[config.mk]
export PLATFORM = sky130hd
export DESIGN_NAME = carry_bypass_adder_pipe_flat
export DESIGN_NICKNAME = d
export VERILOG_FILES = /design/src/rtl/carry_bypass_adder_pipe_if.sv /design/src/rtl/carry_bypass_adder_pipe.sv /design/src/flat_wrapper.sv
export SDC_FILE = /design/constraint.sdc
export NUM_CORES = 1
export LEC_CHECK = 0
export CAP_MARGIN = 20
export CORE_MARGIN = 2
export CORE_UTILIZATION = 30
export CTS_CLUSTER_DIAMETER = 100
export CTS_CLUSTER_SIZE = 30
export DETAILED_ROUTE_END_ITERATION = 12
export GPL_ROUTABILITY_DRIVEN = 0
export PLACE_DENSITY = 0.49
export SKIP_CTS_REPAIR_TIMING = 1
export SLEW_MARGIN = 20
export SYNTH_ARGS = -nofsm -noshare
export SYNTH_HDL_FRONTEND = slang
export SYNTH_SLANG_ARGS = --single-unit
export TNS_END_PERCENT = 50
[constraint.sdc]
create_clock -name clk -period 12.9 [get_ports clk]
set_input_delay 2.58 -clock clk [delete_from_list [all_inputs] [get_ports clk]]
set_output_delay 2.58 -clock clk [all_outputs]
set_load 0.01 [all_outputs]
[src/rtl/carry_bypass_adder_pipe_if.sv]
// ---------------------------------------------------------------------------
// carry_bypass_adder_pipe_if
//
// Stream bundle for the pipelined carry-bypass adder/subtractor.
// The operand beat travels from the producer to the adder, and the result
// beat travels from the adder to the consumer.
//
//   in_valid   producer -> adder   operand beat valid
//   in_ready   adder -> producer   adder takes the beat this cycle
//   a, b       producer -> adder   operands (WIDTH bits)
//   cin        producer -> adder   carry-in (ignored when subtracting)
//   sub        producer -> adder   0: a+b+cin, 1: a-b
//   out_valid  adder -> consumer   result beat valid
//   out_ready  consumer -> adder   consumer takes the result
//   sum        adder -> consumer   result modulo 2^WIDTH
//   cout       adder -> consumer   carry out of the MSB (1 = no borrow on sub)
//   overflow   adder -> consumer   two's-complement overflow
//
// The master modport is the environment side (producer and consumer), and
// the slave modport is the adder itself.
// ---------------------------------------------------------------------------
interface carry_bypass_adder_pipe_if #(
  parameter int WIDTH = 32
);
  logic             in_valid;
  logic             in_ready;
  logic [WIDTH-1:0] a;
  logic [WIDTH-1:0] b;
  logic             cin;
  logic             sub;
  logic             out_valid;
  logic             out_ready;
  logic [WIDTH-1:0] sum;
  logic             cout;
  logic             overflow;

  modport master (
    output in_valid, a, b, cin, sub, out_ready,
    input  in_ready, out_valid, sum, cout, overflow
  );

  modport slave (
    input  in_valid, a, b, cin, sub, out_ready,
    output in_ready, out_valid, sum, cout, overflow
  );
endinterface

[src/rtl/carry_bypass_adder_pipe.sv]
// ---------------------------------------------------------------------------
// carry_bypass_adder_pipe
//
// Pipelined carry-bypass adder/subtractor with a valid/ready stream interface.
// Operands are cut into BLOCK_LEN-bit carry-bypass blocks. Each pipeline stage
// resolves BLOCKS_PER_STAGE blocks and registers its carry for the next stage.
// Operand bits that have not been consumed yet ride down the pipeline with the
// carry, and finished sum bits ride down to the output, so every stage works
// on a different beat. One beat per cycle is sustained. Flow control is a
// single global stall.
//
// Ports
//   clk   single clock, rising edge
//   rst   synchronous, active-high reset
//   bus   slave side of carry_bypass_adder_pipe_if (operand and result streams)
//
// Parameters
//   WIDTH             operand and sum width (must match the interface WIDTH)
//   BLOCK_LEN         bits per carry-bypass block
//   BLOCKS_PER_STAGE  bypass blocks evaluated per pipeline stage
//   WIDTH must be a multiple of BLOCK_LEN*BLOCKS_PER_STAGE.
// ---------------------------------------------------------------------------
module carry_bypass_adder_pipe #(
  parameter int WIDTH            = 32,
  parameter int BLOCK_LEN        = 4,
  parameter int BLOCKS_PER_STAGE = 2
) (
  input  logic                        clk,
  input  logic                        rst,
  carry_bypass_adder_pipe_if.slave    bus
);

  localparam int S          = BLOCK_LEN * BLOCKS_PER_STAGE;
  localparam int NUM_STAGES = WIDTH / S;
  localparam int LAST       = NUM_STAGES - 1;

  logic             advance;
  logic [WIDTH-1:0] bEff;
  logic             cinEff;

  // The whole pipeline moves when the output slot is empty or is being taken.
  // Otherwise every register holds. Bubbles are kept rather than squeezed out,
  // so one enable serves every stage.
  assign advance      = !g_stage[LAST].valid_q || bus.out_ready;
  assign bus.in_ready = advance;

  // Subtraction is done as a + ~b + 1, so the forced carry-in replaces cin.
  assign bEff   = bus.b ^ {WIDTH{bus.sub}};
  assign cinEff = bus.sub | bus.cin;

  for (genvar k = 0; k < NUM_STAGES; k++) begin : g_stage
    localparam int LO = k * S;
    localparam int HI = LO + S;

    logic              upValid;
    logic              upCarry;
    logic [WIDTH-1:LO] srcA;
    logic [WIDTH-1:LO] srcB;
    logic [S-1:0]      sliceA;
    logic [S-1:0]      sliceB;
    logic [S-1:0]      sliceSum;
    logic              sliceCout;

    logic              carry;
    logic              blkCin;
    logic              rc;
    logic              blkP;
    logic              pBit;

    logic              valid_q;
    logic              valid_d;
    logic              carry_q;
    logic              carry_d;
    logic [HI-1:0]     sum_q;
    logic [HI-1:0]     sum_d;

    // Stage 0 takes the operand beat straight from the bus. Later stages take
    // the unconsumed operand bits, the carry and the partial sum that the
    // previous stage registered.
    if (k == 0) begin : g_first
      assign upValid = bus.in_valid;
      assign upCarry = cinEff;
      assign srcA    = bus.a;
      assign srcB    = bEff;
      assign sum_d   = sliceSum;
    end else begin : g_next
      assign upValid = g_stage[k-1].valid_q;
      assign upCarry = g_stage[k-1].carry_q;
      assign srcA    = g_stage[k-1].g_rem.opA_q;
      assign srcB    = g_stage[k-1].g_rem.opB_q;
      assign sum_d   = {sliceSum, g_stage[k-1].sum_q};
    end

    assign sliceA  = srcA[HI-1:LO];
    assign sliceB  = srcB[HI-1:LO];
    assign valid_d = upValid;
    assign carry_d = sliceCout;

    // Carry-bypass evaluation of this stage's slice. Each block ripples
    // internally. If every bit in the block propagates, the block's incoming
    // carry is routed straight past it through the bypass mux, so the carry
    // through the stage only has to pass one ripple plus the chain of muxes.
    always_comb begin
      carry    = upCarry;
      blkCin   = 1'b0;
      rc       = 1'b0;
      blkP     = 1'b0;
      pBit     = 1'b0;
      sliceSum = '0;
      for (int blk = 0; blk < BLOCKS_PER_STAGE; blk++) begin
        blkCin = carry;
        rc     = carry;
        blkP   = 1'b1;
        for (int i = 0; i < BLOCK_LEN; i++) begin
          pBit = sliceA[blk*BLOCK_LEN+i] ^ sliceB[blk*BLOCK_LEN+i];
          sliceSum[blk*BLOCK_LEN+i] = pBit ^ rc;
          rc   = (sliceA[blk*BLOCK_LEN+i] & sliceB[blk*BLOCK_LEN+i]) | (pBit & rc);
          blkP = blkP & pBit;
        end
        carry = blkP ? blkCin : rc;
      end
      sliceCout = carry;
    end

    // Stage register: the valid bit always shifts with the pipeline. Carry and
    // sum only load for real beats, so the output holds the last result across
    // bubbles instead of picking up junk from idle inputs.
    always_ff @(posedge clk) begin
      if (rst) begin
        valid_q <= 1'b0;
        carry_q <= 1'b0;
        sum_q   <= '0;
      end else if (advance) begin
        valid_q <= valid_d;
        if (valid_d) begin
          carry_q <= carry_d;
          sum_q   <= sum_d;
        end
      end
    end

    // Operand bits still to be added move down alongside the carry. The last
    // stage has nothing left to forward.
    if (HI < WIDTH) begin : g_rem
      logic [WIDTH-1:HI] opA_q;
      logic [WIDTH-1:HI] opB_q;

      always_ff @(posedge clk) begin
        if (rst) begin
          opA_q <= '0;
          opB_q <= '0;
        end else if (advance && valid_d) begin
          opA_q <= srcA[WIDTH-1:HI];
          opB_q <= srcB[WIDTH-1:HI];
        end
      end
    end

    // Overflow needs the carry into the MSB. That carry is recovered from the
    // MSB sum bit and its two operand bits (c = s ^ a ^ b'), then XORed with
    // the carry out.
    if (k == LAST) begin : g_last
      logic msbCin;
      logic overflow_q;
      logic overflow_d;

      assign msbCin     = sliceSum[S-1] ^ sliceA[S-1] ^ sliceB[S-1];
      assign overflow_d = msbCin ^ sliceCout;

      always_ff @(posedge clk) begin
        if (rst) begin
          overflow_q <= 1'b0;
        end else if (advance && valid_d) begin
          overflow_q <= overflow_d;
        end
      end
    end
  end

  assign bus.out_valid = g_stage[LAST].valid_q;
  assign bus.sum       = g_stage[LAST].sum_q;
  assign bus.cout      = g_stage[LAST].carry_q;
  assign bus.overflow  = g_stage[LAST].g_last.overflow_q;

endmodule

[src/flat_wrapper.sv]
// flat-port wrapper written by rule: the top's interface ports become plain ports
module carry_bypass_adder_pipe_flat 
#(
  parameter int WIDTH            = 32,
  parameter int BLOCK_LEN        = 4,
  parameter int BLOCKS_PER_STAGE = 2
)
  (clk, rst, bus_in_valid, bus_a, bus_b, bus_cin, bus_sub, bus_out_ready, bus_in_ready, bus_out_valid, bus_sum, bus_cout, bus_overflow);
  carry_bypass_adder_pipe_if #(.WIDTH(WIDTH)) bus_i ();
  input  logic clk;
  input  logic rst;
  input wire logic [$bits(bus_i.in_valid)-1:0] bus_in_valid;
  input wire logic [$bits(bus_i.a)-1:0] bus_a;
  input wire logic [$bits(bus_i.b)-1:0] bus_b;
  input wire logic [$bits(bus_i.cin)-1:0] bus_cin;
  input wire logic [$bits(bus_i.sub)-1:0] bus_sub;
  input wire logic [$bits(bus_i.out_ready)-1:0] bus_out_ready;
  output wire logic [$bits(bus_i.in_ready)-1:0] bus_in_ready;
  output wire logic [$bits(bus_i.out_valid)-1:0] bus_out_valid;
  output wire logic [$bits(bus_i.sum)-1:0] bus_sum;
  output wire logic [$bits(bus_i.cout)-1:0] bus_cout;
  output wire logic [$bits(bus_i.overflow)-1:0] bus_overflow;
  assign bus_i.in_valid = bus_in_valid;
  assign bus_i.a = bus_a;
  assign bus_i.b = bus_b;
  assign bus_i.cin = bus_cin;
  assign bus_i.sub = bus_sub;
  assign bus_i.out_ready = bus_out_ready;
  assign bus_in_ready = bus_i.in_ready;
  assign bus_out_valid = bus_i.out_valid;
  assign bus_sum = bus_i.sum;
  assign bus_cout = bus_i.cout;
  assign bus_overflow = bus_i.overflow;
  carry_bypass_adder_pipe #(.WIDTH(WIDTH), .BLOCK_LEN(BLOCK_LEN), .BLOCKS_PER_STAGE(BLOCKS_PER_STAGE)) u_core (.clk(clk), .rst(rst), .bus(bus_i));
endmodule
==> metrics.yaml <==
status:
  status: "complete, but fails checks"
  violations: "DRC"
timing:
  rsz0062_at_grt: "false"
  min_period_over_period_pct: 54.0
  hold_viol: 0
  setup_viol: 0
  max_slew_margin_pct: 36.7
  setup_tns_ns: 0
  fin_skew_ns: 0.0121
  period_minus_slack_ns: 6.96
  slew_viol_final: 0
  tightest_slew_ns: 0.949
  max_freq_ghz: 0.144
cts:
  cts.clk_slew.worst_paths_ns: 0.07
  htree_levels: 4
  clock_path_buffers: 2
  numClockSinks: 185
  clk_root_buffer_cell: "clkbuf_16"
  cts_tree: "done"
  cts-buffers-inserted: 17
  clk_latency_ns: 0.43
final_layout:
  antenna_cells: 0
  design_area_sq_mm: 0.00981
  instances_no_fill: 1343
  fillCellCount: 2801
  final_core_utilization_pct: 37.6
  area_growth_pct: 22.9
  drive_gt1_share_pct: 5.46
  fin_nets: 1129
yosys:
  netlist_instances: 927
  syn_area_sq_mm: 0.00799
  yosysUniqueCellTypes: 27
  synth_nets: 1061
  yosys-top-cells-area: "dfxtp_1, nand2_1, a21oi_1, fa_1, ha_1"
  synth.top_cell.area_share_pct: 46.4
  synth_warnings: 0
  syn_area_per_cell_sq_um: 8.61
  yosysTopAreaCell: "dfxtp_1"
  ys_ff_latch: 185
  ys_seq_area_share_pct: 46.4
die:
  fp.dieW_microns: 167
  die_h_microns: 167
  start_util_pct: 30.6
  fp.coreArea_sq_mm: 0.0261
  io_pins: 106
  dieArea_sq_mm: 0.0279
  fp-row-count: 59
global_route:
  grt_pass1_vias: 5588
  antenna_found_initial: 1
  groute.usage.overall_pct: 13.4
  grt_max_degree: 117
  grt_remaining_overflow: 0
  grt_pass1_wl_mm: 30.2
placed_design:
  io_buffers: 105
  dp_cells: 1311
  hpwl_mm: 12.1
  placed_area_sq_mm: 0.00920
routing:
  via_per_inst: 4.41
  first_pass_iters: 8
  final_antenna_net_count: 0
  vias: 5916
  avgRoutedWirePerCell_microns: 13.6
  drt-total-wl_mm: 18.2
  drt_iter0_drc: 416
  drc: 6
worst_setup_path:
  path_max_fanout: 33
  crit_required_ns: 13.17
  path_class: "primary input to flip-flop"
  reg2reg_depth: 16
  crit_path_end_kind: "flip-flop"
  r2r-start: "u_core.g_stage[2].g_rem.opB_q[24]"
  cp.arrival_ns: 7.23
  worstSetupStartpoint: "bus_sub"
  critPathLaunchType: "primary input"
job:
  cap_violations: 0
hold_path:
  hold_path_class: "flip-flop to flip-flop"
  hold_depth: 2
  min-delay-start: "u_core.g_stage[0].sum_q[3]"
pwr:
  peakVddDrop_mv: 0.0626
  cellPowerDensity_mw_per_mm2: 129
  p_leak_uw: 0.00364
==> layout make-up <==
cell class	instances	area (sq um)	area share, %
well taps	335	419	4.27
flip-flops and latches	185	3700	37.7
clock inverters	13	158	1.61
multi-input cells	640	3830	39.0
repair buffers	114	1110	11.4
clock buffers	19	453	4.61
inverters	37	139	1.42
==> metrics by stage <==
stage | hold slack (ns) | power [uW] | worst slack [ns]
after floorplan | 0.432 | 694 | 6.07
after global placement | 0.440 | 740 | 5.53
after detailed placement | 0.446 | 741 | 5.46
after CTS | 0.452 | 1280 | 5.91
after global routing | 0.465 | 1320 | 5.70
final | 0.453 | 1260 | 5.94
==> metal layers <==
layer	track usage, %	vias to the layer above	share of wire (%)
met2	18.0	117	39
li1	-	3129	-
met5	0	-	0.071
met4	4.80	2	1.6
met3	2.81	17	4.9
met1	20.7	2651	55
==> worst max-delay path: stages <==
cell,delay [ns]
buf_2,0.71
xor2_1,0.26
inv_1,0.09
fa_1,0.41
fa_1,0.40
fa_1,0.39
fa_1,0.35
mux2_2,0.30
fa_1,0.39
fa_1,0.38
fa_1,0.36
inv_1,0.07
fa_1,0.40
nand2_1,0.07
a21oi_1,0.07
==> cell families after synthesis <==
group / after synthesis / share of synthesized area [%]
buf+inv: 102 / 5.70
simple gates: 349 / 17.0
flops: 185 / 46.4
mux: 4 / 0.611
fa+ha+maj: 64 / 13.0
compound gates: 189 / 13.6
xor+xnor: 34 / 3.73
==> state kept, by name, summed over array words and instances (netlist names) <==
register                    flops
u_core.bus.sum                 32
u_core.g_stage.g_rem.opA_q     48
u_core.g_stage.sum_q           48
u_core.g_stage.g_rem.opB_q     48
u_core.bus.overflow             1
u_core.bus.out_valid            1
u_core.bus.cout                 1
u_core.g_stage.valid_q          3
u_core.g_stage.carry_q          3
==> power by group <==
part	internal (uW)	leakage, uW	total [uW]	switching [uW]
Clock	302	0.000296	537	235
Combinational	53.1	0.00184	118	65.1
Sequential	592	0.00151	607	14.6
Total	948	0.00364	1260	314
==> cell usage after synthesis <==
cell type and instances:
a21oi_1 145, buf_1 2, nand2_1 292, nor2_1 43, xor2_1 10, buf_6 5, a211oi_1 33, inv_2 1
nor2b_4 1, clkbuf_1 30, o21ai_0 1, xnor2_1 24, o2111a_1 1, a2111oi_2 1, fa_1 32, mux2_2 3
a211oi_2 4, o211ai_1 4, buf_2 27, clkbuf_2 1, nand4_1 8, nor3b_1 1, ha_1 32, inv_1 36
mux2_4 1, dfxtp_1 185, and2_1 4
==> path summary, 6_finish.rpt <==
kind                                endpoint  slack (ns)
setup reg to reg         u_core.bus.overflow        7.89
hold reg to reg   u_core.g_stage[1].sum_q[3]        0.45
hold / removal    u_core.g_stage[1].sum_q[3]        0.45
setup / recovery  u_core.g_stage[0].sum_q[7]        5.94
==> placed cells by master, fill, tap and decap left out, types with 3 or more instances in the layout <==
master / n
ha_1: 32
xor2_1: 10
nand2_1: 292
clkdlybuf4s50_1: 103
o211ai_1: 4
and2_1: 3
inv_1: 36
inv_8: 3
inv_6: 3
a211oi_2: 4
xnor2_1: 24
nand4_1: 8
a211oi_1: 33
clkbuf_16: 17
a21oi_1: 145
buf_4: 9
nor2_1: 43
dfxtp_1: 185
mux2_2: 3
fa_1: 32
(Power assumes the default switching activity.)
